==> src/rtl/regbank_arb_pkg.sv <==
// Shared types and default widths for the register-bank access arbiter.
package regbank_arb_pkg;

    localparam int DEF_ADDR_W       = 5;
    localparam int DEF_DATA_W       = 32;
    localparam int DEF_STARVE_LIMIT = 15;

    typedef enum logic [1:0] {
        IDLE  = 2'd0,
        RSP   = 2'd1,
        FORCE = 2'd2
    } arb_state_t;

    // Counter width able to hold the value 'limit' itself.
    function automatic int cnt_width(input int limit);
        return (limit < 2) ? 1 : $clog2(limit + 1);
    endfunction

endpackage

==> src/rtl/regbank_starve_cnt.sv <==
// Saturating backdoor-starvation counter; o_hit flags the cycle the count reaches LIMIT.
module regbank_starve_cnt
    import regbank_arb_pkg::*;
#(
    parameter int LIMIT = DEF_STARVE_LIMIT
) (
    input  logic clk,
    input  logic rstn,
    input  logic i_inc,
    input  logic i_clr,
    output logic o_hit
);

    localparam int               CNT_W = cnt_width(LIMIT);
    localparam logic [CNT_W-1:0] LIM   = CNT_W'(LIMIT);

    logic [CNT_W-1:0] r_cnt;
    logic [CNT_W-1:0] w_cnt_next;

    // NOTE: every signal written in always_comb gets a default first, so no latch is inferred.
    always_comb begin
        w_cnt_next = r_cnt;
        if (i_clr) begin
            w_cnt_next = '0;
        end else if (i_inc && (r_cnt != LIM)) begin
            w_cnt_next = r_cnt + CNT_W'(1);
        end
    end

    // NOTE: sequential state uses non-blocking assignments only.
    always_ff @(posedge clk or negedge rstn) begin
        if (!rstn) begin
            r_cnt <= '0;
        end else begin
            r_cnt <= w_cnt_next;
        end
    end

    assign o_hit = i_inc && (w_cnt_next == LIM);

endmodule

==> src/rtl/regbank_access_arb.sv <==
// Core/backdoor arbiter for a register bank; core has priority.
// Define BACKDOOR_STARVE_GUARD_EN to enable the starvation counter and forced core stall.
module regbank_access_arb
    import regbank_arb_pkg::*;
#(
    parameter int ADDR_W       = DEF_ADDR_W,
    parameter int DATA_W       = DEF_DATA_W,
    parameter int STARVE_LIMIT = DEF_STARVE_LIMIT
) (
    input  logic              clk,
    input  logic              rstn,
    input  logic              core_rd_we_i,
    input  logic [ADDR_W-1:0] core_rd_addr_i,
    input  logic [DATA_W-1:0] core_rd_data_i,
    input  logic              core_rs_busy_i,
    input  logic [ADDR_W-1:0] core_rs1_addr_i,
    output logic              core_stall_o,
    input  logic              bd_req_valid_i,
    input  logic              bd_req_we_i,
    input  logic [ADDR_W-1:0] bd_req_addr_i,
    input  logic [DATA_W-1:0] bd_req_wdata_i,
    output logic              bd_req_ready_o,
    output logic              bd_rsp_valid_o,
    input  logic              bd_rsp_ready_i,
    output logic [DATA_W-1:0] bd_rsp_rdata_o,
    output logic              rd_we_o,
    output logic [ADDR_W-1:0] rd_address_o,
    output logic [DATA_W-1:0] rd_data_o,
    output logic [ADDR_W-1:0] rs1_address_o,
    input  logic [DATA_W-1:0] rs1_data_i
);

    arb_state_t        r_state;
    arb_state_t        w_state_next;
    logic              w_grant;
    logic              w_force_hit;
    logic [DATA_W-1:0] r_rsp_rdata;
`ifdef BACKDOOR_STARVE_GUARD_EN
    logic              w_stall;
`endif

    always_comb begin
        w_state_next = r_state;
        w_grant      = 1'b0;
`ifdef BACKDOOR_STARVE_GUARD_EN
        w_stall      = 1'b0;
`endif
        case (r_state)
            IDLE: begin
                if (bd_req_valid_i && (bd_req_we_i ? !core_rd_we_i : !core_rs_busy_i)) begin
                    w_grant      = 1'b1;
                    w_state_next = RSP;
                end else if (w_force_hit) begin
                    w_state_next = FORCE;
                end
            end
            RSP: begin
                if (bd_rsp_ready_i) begin
                    w_state_next = IDLE;
                end
            end
`ifdef BACKDOOR_STARVE_GUARD_EN
            FORCE: begin
                if (bd_req_valid_i) begin
                    w_grant      = 1'b1;
                    w_stall      = 1'b1;
                    w_state_next = RSP;
                end else begin
                    w_state_next = IDLE;
                end
            end
`endif
            default: w_state_next = IDLE;
        endcase
        // No grant may leak onto the bank while reset is held.
        if (!rstn) begin
            w_grant = 1'b0;
        end
    end

    // Bank ports follow the core unless the backdoor owns them this cycle.
    always_comb begin
        rd_we_o       = core_rd_we_i & rstn;
        rd_address_o  = core_rd_addr_i;
        rd_data_o     = core_rd_data_i;
        rs1_address_o = core_rs1_addr_i;
`ifdef BACKDOOR_STARVE_GUARD_EN
        if (w_stall) begin
            rd_we_o = 1'b0;
        end
`endif
        if (w_grant && bd_req_we_i) begin
            rd_we_o      = 1'b1;
            rd_address_o = bd_req_addr_i;
            rd_data_o    = bd_req_wdata_i;
        end
        if (w_grant && !bd_req_we_i) begin
            rs1_address_o = bd_req_addr_i;
        end
    end

    always_ff @(posedge clk or negedge rstn) begin
        if (!rstn) begin
            r_state     <= IDLE;
            r_rsp_rdata <= '0;
        end else begin
            r_state <= w_state_next;
            if (w_grant) begin
                r_rsp_rdata <= bd_req_we_i ? '0 : rs1_data_i;
            end
        end
    end

`ifdef BACKDOOR_STARVE_GUARD_EN
    regbank_starve_cnt #(
        .LIMIT (STARVE_LIMIT)
    ) u_starve_cnt (
        .clk   (clk),
        .rstn  (rstn),
        .i_inc ((r_state == IDLE) && bd_req_valid_i && !w_grant),
        .i_clr (w_grant || !bd_req_valid_i),
        .o_hit (w_force_hit)
    );
    assign core_stall_o = w_stall;
`else
    assign w_force_hit  = 1'b0;
    assign core_stall_o = 1'b0;
`endif

    assign bd_req_ready_o = w_grant;
    assign bd_rsp_valid_o = (r_state == RSP);
    assign bd_rsp_rdata_o = r_rsp_rdata;

endmodule

==> config.mk <==
export PLATFORM = sky130hd
export DESIGN_NAME = regbank_access_arb
export DESIGN_NICKNAME = d
export VERILOG_FILES = /design/src/rtl/regbank_arb_pkg.sv /design/src/rtl/regbank_starve_cnt.sv /design/src/rtl/regbank_access_arb.sv
export SDC_FILE = /design/constraint.sdc
export NUM_CORES = 1
export LEC_CHECK = 0
export CAP_MARGIN = 20
export CORE_MARGIN = 8
export CORE_UTILIZATION = 33
export DETAILED_ROUTE_END_ITERATION = 10
export HOLD_SLACK_MARGIN = 0.03
export PLACE_DENSITY = 0.87
export REMOVE_ABC_BUFFERS = 1
export SYNTH_ARGS = -nofsm -noshare
export SYNTH_HDL_FRONTEND = slang
export SYNTH_SLANG_ARGS = --single-unit
==> constraint.sdc <==
create_clock -name clk -period 2.5 [get_ports clk]
set_input_delay 0.375 -clock clk [delete_from_list [all_inputs] [get_ports clk]]
set_output_delay 0.375 -clock clk [all_outputs]
set_load 0.02 [all_outputs]
==> metrics.md, run 1 <==
| Metric | Value |
|---|---|
| Power Density | `492 mW/mm2` |
| Startpoint Class | `register` |
| H-tree Lvls | `2` |
| Gate power share | `45.3%` |
| Placed insts | `461` |
| Clock transition at path regs | `0.08 ns` |
| Vias in the first global route | `2559` |
| Clock root buffer | `clkbuf_8` |
| Maxcap violations | `0` |
| Delay-heaviest family, CP | `buffers and inverters` |
| Sequential group share of total power | `33.6%` |
| Final ANT Viol Nets | `0` |
| RSZ-0062 raised after global routing | `no` |
| Routed WL per cell | `22.1 um` |
| Pwr Total | `2.03 mW` |
| Avg Cell Area, Syn | `10.2 um2` |
| Placer congestion estimate | `0.906` |
| Die height | `95.6 um` |
| Status | `finished clean` |
| Cell variety after synth | `20` |
| Core box area | `0.00624 mm2` |
| CTS Buf Count | `5` |
| Pre-antenna DRT Iters | `4` |
| Most frequent cells in the layout | `clkdlybuf4s50_1 (146), inv_1 (33), dfrtp_1 (33)` |
| Bufs and invs on worst path | `4` |
| FP Rows | `29` |
| N_diodes | `0` |
| Synth Cell Area | `0.00209 mm2` |
| First-pass GRT wire length | `14800 um` |
| Setup Skew | `0.00737 ns` |
| Cell leakage power | `1.86 nW` |
| Slew HR | `66.2%` |
| Largest net degree at the start of global routing | `59` |
| Setup TNS | `0 ns` |
| Initial Util | `33.5%` |
| Hold buffers post-CTS | `0` |
| Req. time, crit path | `2.12 ns` |
| PortBufs | `194` |
| CTS sink cnt | `33` |
| Vias per cell | `5.13` |
| Worst Tran Pin Value | `0.507 ns` |
| Fmax | `414 MHz` |
| Die Area | `0.00914 mm2` |
| Initial antenna violation count | `0` |
| Grt ovf | `0` |
| Clock Path Buffers | `2` |
| Area grow syn2layout | `97.0%` |
| Fin crit share | `96.6%` |
| Most common cell after layout, fill and taps aside | `clkdlybuf4s50_1` |
| CP Max Fanout | `15` |
| Worst Hold Class | `input pin to async pin` |
| Crit path largest cell delay | `0.38 ns` |
| Finish-stage setup viols | `0` |
| P_int | `1.33 mW` |
| Maximum vdd ir drop | `0.000454 V` |
| Share of layout cells above drive strength 1 | `22.8%` |
| Switching share of power | `34.2%` |
| Die W | `95.6 um` |
| Dominant cells by area after synthesis | `dfrtp_1 (39%), o41ai_1 (13%), mux2_1 (10%)` |
| Post-synth top area cell | `dfrtp_1` |
| Total track usage | `21.4%` |
| Gate count of the mapped netlist | `205` |
| Vias | `2445` |
| Slowest cell on crit path | `dfrtp_1` |
| Min Tclk post-route | `2.41 ns` |
| Clk_lat worst skew | `0.28 ns` |
| Psw | `0.694 mW` |
| Io pins | `196` |
| Drc violations | `0` |
| Iter 0 DRT Violations | `62` |
| Arrival @ worst endpoint | `2.04 ns` |
| DPL Wire Length | `8230 um` |
| CTS tree | `done` |
| Final net count | `517` |
| CP Cell Sequence | `nand3b_4 -> nor3b_4 -> buf_6 -> buf_16 -> buf_4 -> mux2_2 -> clkbuf_4` |
| Fin cells | `477` |
| Routed Wire Length | `10500 um` |
| Register area share after synthesis | `39.5%` |
| Fin util | `66.0%` |
| Yosys warnings | `0` |
| Max Slew Vio Count | `0` |
| Setup Crit Path Kind | `register to output pin` |
| Clock Power Share | `21.1%` |
| Crit. End Element | `output pin` |
| Synthesized flop and latch total | `33` |
| Endpoints failing hold | `0` |
| Area share of the largest cell type after synthesis | `39.5%` |
-- area by class of cell --
class	instances	area, um2
clock buffer	6	82.6
clock inverter	2	13.8
fill	515	2120
inverter	33	124
multi-input combinational	115	1020
sequential	33	826
tap	77	96.3
timing repair buffer	211	1960
-- metal layers --
metal  vias to the layer above  routed length, um  global-route usage [%]
met3                        15               1140                    8.82
li1                       1131                  -                       -
met4                         0                260                    6.40
met2                       122               5410                    38.8
met5                         -                  0                       0
met1                      1177               3710                    22.0
-- cell usage after synthesis, drive strengths merged --
cell type   n
conb        1
clkbuf     15
mux2       43
nand3b      1
nor3b       1
dfrtp      33
or3         1
o21ai      32
a21o        1
o41ai      32
nand2       1
o22ai       1
buf         9
nor2        1
inv        33
-- sequential cells by signal, indices dropped and copies added (netlist names) --
name            count
bd_rsp_rdata_o     32
r_state             1
-- worst paths after layout --
check	start	to	slack (ns)	cells past startpoint
max	r_state[0]	rd_address_o[3]	0.09	7
min	rstn	bd_rsp_rdata_o[5]	0.17	2
max reg2reg	r_state[0]	bd_rsp_rdata_o[26]	1.12	3
min reg2reg	bd_rsp_rdata_o[10]	bd_rsp_rdata_o[10]	0.51	2
max in group asynchronous	rstn	bd_rsp_rdata_o[3]	2.01	2
min in group clk	bd_rsp_rdata_o[10]	bd_rsp_rdata_o[10]	0.51	2
-- power by group through the flow --
stage	combinational (mW)	clock, mW	sequential, mW
2_1_floorplan	0.242	0	0.808
3_3_place_gp	0.933	0	0.683
3_5_place_dp	0.948	0	0.691
4_1_cts	0.922	0.441	0.682
5_1_grt	0.973	0.460	0.693
6_report	0.918	0.428	0.681
-- kinds of logic (layout without fill, tap and decap cells) --
| group | Yosys count | count (layout) | share of synthesized area (%) |
|---|---|---|---|
| buffers and inverters | 57 | 252 | 12.3 |
| other | 1 | 1 | 0.179 |
| AND/OR/NAND/NOR | 5 | 5 | 2.21 |
| flip-flops | 33 | 33 | 39.5 |
| multiplexers | 43 | 43 | 24.1 |
| AO/OA/AOI/OAI | 66 | 66 | 21.7 |
-- metrics by stage --
step	hold WS (ns)	area (um2)	setup slack (ns)
finish	0.174	4120	0.0855
global route	0.214	4120	0.0233
detailed placement	0.489	4070	-0.348
global placement	0.484	4070	-0.340
CTS	0.169	4100	0.0152
floorplan	0.0794	1960	-0.960
-- timing repair --
item                                    4_1_cts  5_1_grt
resized for setup                           148        3
gates cloned                                  1        0
buffers inserted                              5        2
pin swaps                                     1        1
endpoints found under the setup margin       42        4
(Power assumes the default switching activity.)
==> run 2: changes to the inputs <==
--- a/config.mk
+++ b/config.mk
@@ -10,7 +10,7 @@
 export CORE_UTILIZATION = 33
 export DETAILED_ROUTE_END_ITERATION = 10
 export HOLD_SLACK_MARGIN = 0.03
-export PLACE_DENSITY = 0.87
+export PLACE_DENSITY = 0.95
 export REMOVE_ABC_BUFFERS = 1
 export SYNTH_ARGS = -nofsm -noshare
 export SYNTH_HDL_FRONTEND = slang
==> run 2 against run 1 <==
  * Count of clock-buffer cells in the layout did not move
  * Critical path depth fell by 1
  * First-iteration DRC count is 76% higher
  * Critical path type is now input pin to output pin
  * Sequential power barely moved
  * Power shrank 1.3%
  * Fmax decreased by 0.75%
  * Utilization increased by 0.40 points
  * Clock skew up 0.00063 ns
  * Clock power decreased by 4%
  * Global-route usage decreased by 0.36 points
  * Cell area increased by 0.61%
==> metrics.md, run 2 (synthesized netlist as in run 1, its figures left out) <==
| Metric | Value |
|---|---|
| Worst Hold Class | `input pin to async pin` |
| Clk_lat worst skew | `0.28 ns (about the same)` |
| Share of layout cells above drive strength 1 | `16.7% (-6.1 points)` |
| Largest net degree at the start of global routing | `66 (+12%)` |
| Maxcap violations | `0 (unchanged)` |
| Final net count | `514 (-0.58%)` |
| Startpoint Class | `input pin` |
| Total track usage | `21.1% (-0.36 points)` |
| Min Tclk post-route | `2.43 ns (+0.0183 ns)` |
| Max Slew Vio Count | `0 (unchanged)` |
| Switching share of power | `33.6% (-0.60 points)` |
| R2r setup slk | `1.06 ns (-0.06 ns)` |
| Most common cell after layout, fill and taps aside | `clkdlybuf4s50_1` |
| Io pins | `196 (unchanged)` |
| Vias | `2448 (+0.12%)` |
| Drc violations | `0 (unchanged)` |
| CTS sink cnt | `33 (unchanged)` |
| Routed Wire Length | `10300 um (-2.0%)` |
| Req. time, crit path | `2.12 ns (about the same)` |
| Placed insts | `462 (+0.22%)` |
| Psw | `0.673 mW (-3.1%)` |
| Endpoints failing hold | `0 (unchanged)` |
| Power Density | `483 mW/mm2 (-1.9%)` |
| Initial Util | `33.5% (unchanged)` |
| Clock Path Buffers | `2 (unchanged)` |
| RSZ-0062 raised after global routing | `no` |
| Max reg flops | `32 (unchanged)` |
| Setup WS post-layout | `0.0672 ns (-0.0183 ns)` |
| Setup Crit Path Kind | `input pin to output pin` |
| Post-Place Worst Slack | `-0.333 ns (+0.0146 ns)` |
| CTS Buf Count | `5 (unchanged)` |
| Final ANT Viol Nets | `0 (unchanged)` |
| Cell leakage power | `1.83 nW (-1.6%)` |
| CP Max Fanout | `16 (+1)` |
| Gate power share | `45.4% (about the same)` |
| Sequential group share of total power | `34.1% (+0.5 points)` |
| Initial antenna violation count | `0 (unchanged)` |
| Register area | `826 um2 (unchanged)` |
| Area grow syn2layout | `98.2%` |
| Slew HR | `61.9% (-4.3 points)` |
| Fin cells | `474 (-0.63%)` |
| PortBufs | `194 (unchanged)` |
| Grt ovf | `0 (unchanged)` |
| CTS tree | `done` |
| First-pass GRT wire length | `14700 um (-0.98%)` |
| Pre-antenna DRT Iters | `4 (unchanged)` |
| Vias in the first global route | `2567 (+0.31%)` |
| FILL cells | `490 (-4.9%)` |
| Maximum vdd ir drop | `0.000397 V (-12%)` |
| Worst Tran Pin Value | `0.572 ns (+0.0648 ns)` |
| Iter 0 DRT Violations | `109 (+76%)` |
| Die Area | `0.00914 mm2 (unchanged)` |
| Setup Skew | `0.00801 ns (+0.000635 ns)` |
| Clock root buffer | `clkbuf_8` |
| Reg-to-reg critical path startpoint | `r_state[0]` |
| Arrival @ worst endpoint | `2.06 ns (+0.02 ns)` |
| Die height | `95.6 um (unchanged)` |
| Die W | `95.6 um (unchanged)` |
| Multi-input gate area | `0.00102 mm2 (unchanged)` |
| FP Rows | `29 (unchanged)` |
| Vias per cell | `5.16 (+0.76%)` |
| R2R Path End | `bd_rsp_rdata_o[18]` |
| Reg2reg path depth | `4 (+1)` |
| Fin crit share | `97.3% (+0.73 points)` |
| P_int | `1.33 mW (-0.45%)` |
| Clock Power Share | `20.5% (-0.6 points)` |
| Hold slack | `0.181 ns (+0.00728 ns)` |
| Routed WL per cell | `21.8 um (-1.4%)` |
| Core box area | `0.00624 mm2 (unchanged)` |
| Clock transition at path regs | `0.07 ns (about the same)` |
| Placer congestion estimate | `0.769 (-15%)` |
| Most frequent cells in the layout | `clkdlybuf4s50_1 (147), inv_1 (33), dfrtp_1 (33)` |
| Finish-stage setup viols | `0 (unchanged)` |
| Status | `finished clean` |
| Crit. End Element | `output pin` |
| Fmax | `411 MHz (-0.75%)` |
| DPL Wire Length | `8220 um (-0.13%)` |
| H-tree Lvls | `2 (unchanged)` |
-- run 2: cell type report --
class / instances / area share, %
repair buffers: 208 / 47.9
clock inverters: 1 / 0.181
well taps: 77 / 2.32
diodes: 1 / 0.0604
clock buffers: 6 / 1.99
multi-input cells: 115 / 24.6
flip-flops and latches: 33 / 19.9
inverters: 33 / 2.99
-- run 2: worst max-delay path, stage by stage --
cell             delay (ns)
clkdlybuf4s50_1        0.47
nor3b_4                0.26
buf_4                  0.16
buf_12                 0.14
mux2_1                 0.32
clkdlybuf4s15_1        0.32
-- run 2: worst max path at each step --
stage,startpoint,endpoint,depth (start not counted)
2_1_floorplan,r_state[0],rd_address_o[0],3
3_3_place_gp,bd_req_valid_i,rd_data_o[25],6
3_5_place_dp,bd_req_valid_i,rd_data_o[29],6
4_1_cts,r_state[0],rd_data_o[22],6
5_1_grt,r_state[0],rd_data_o[17],6
6_report,core_rd_we_i,rd_data_o[24],6
-- run 2: layer usage --
| metal | vias up | track usage (%) | part of all wire (%) |
|---|---|---|---|
| li1 | 1129 | - | - |
| met1 | 1176 | 22.9 | 37 |
| met2 | 130 | 37.1 | 52 |
| met3 | 13 | 7.64 | 10 |
| met4 | 0 | 6.91 | 1.7 |
| met5 | - | 0 | 0 |
-- run 2: timing repair --
action,CTS,global route
resized for setup,63,43
hold buffers,0,0
buffers inserted,3,0
pin swaps,1,1
setup endpoints to repair,44,32
gates cloned,1,0
-- run 2: through the flow --
stage               power [mW]  util (%)  setup TNS (ns)  instance area, um2
CTS                       2.02      66.7               0                4160
detailed placement        1.63      65.4          -12.57                4080
floorplan                 1.05         -          -35.91                1960
global route              2.10      66.4               0                4140
global placement          1.61      65.4          -10.86                4080
finish                    2.00      66.4               0                4140
-- run 2: power groups by stage --
stage	Combinational, mW	Sequential [mW]	Clock (mW)
6_report	0.909	0.681	0.410
5_1_grt	0.968	0.693	0.443
4_1_cts	0.917	0.681	0.423
3_5_place_dp	0.944	0.689	0
3_3_place_gp	0.925	0.684	0
2_1_floorplan	0.242	0.808	0
==> run 3: changes to the inputs <==
--- a/config.mk
+++ b/config.mk
@@ -5,6 +5,7 @@
 export SDC_FILE = /design/constraint.sdc
 export NUM_CORES = 1
 export LEC_CHECK = 0
+export ABC_AREA = 0
 export CAP_MARGIN = 20
 export CORE_MARGIN = 8
 export CORE_UTILIZATION = 33
==> results of run 3 <==
Final layout, timing and power as in run 2 (identical DEF).
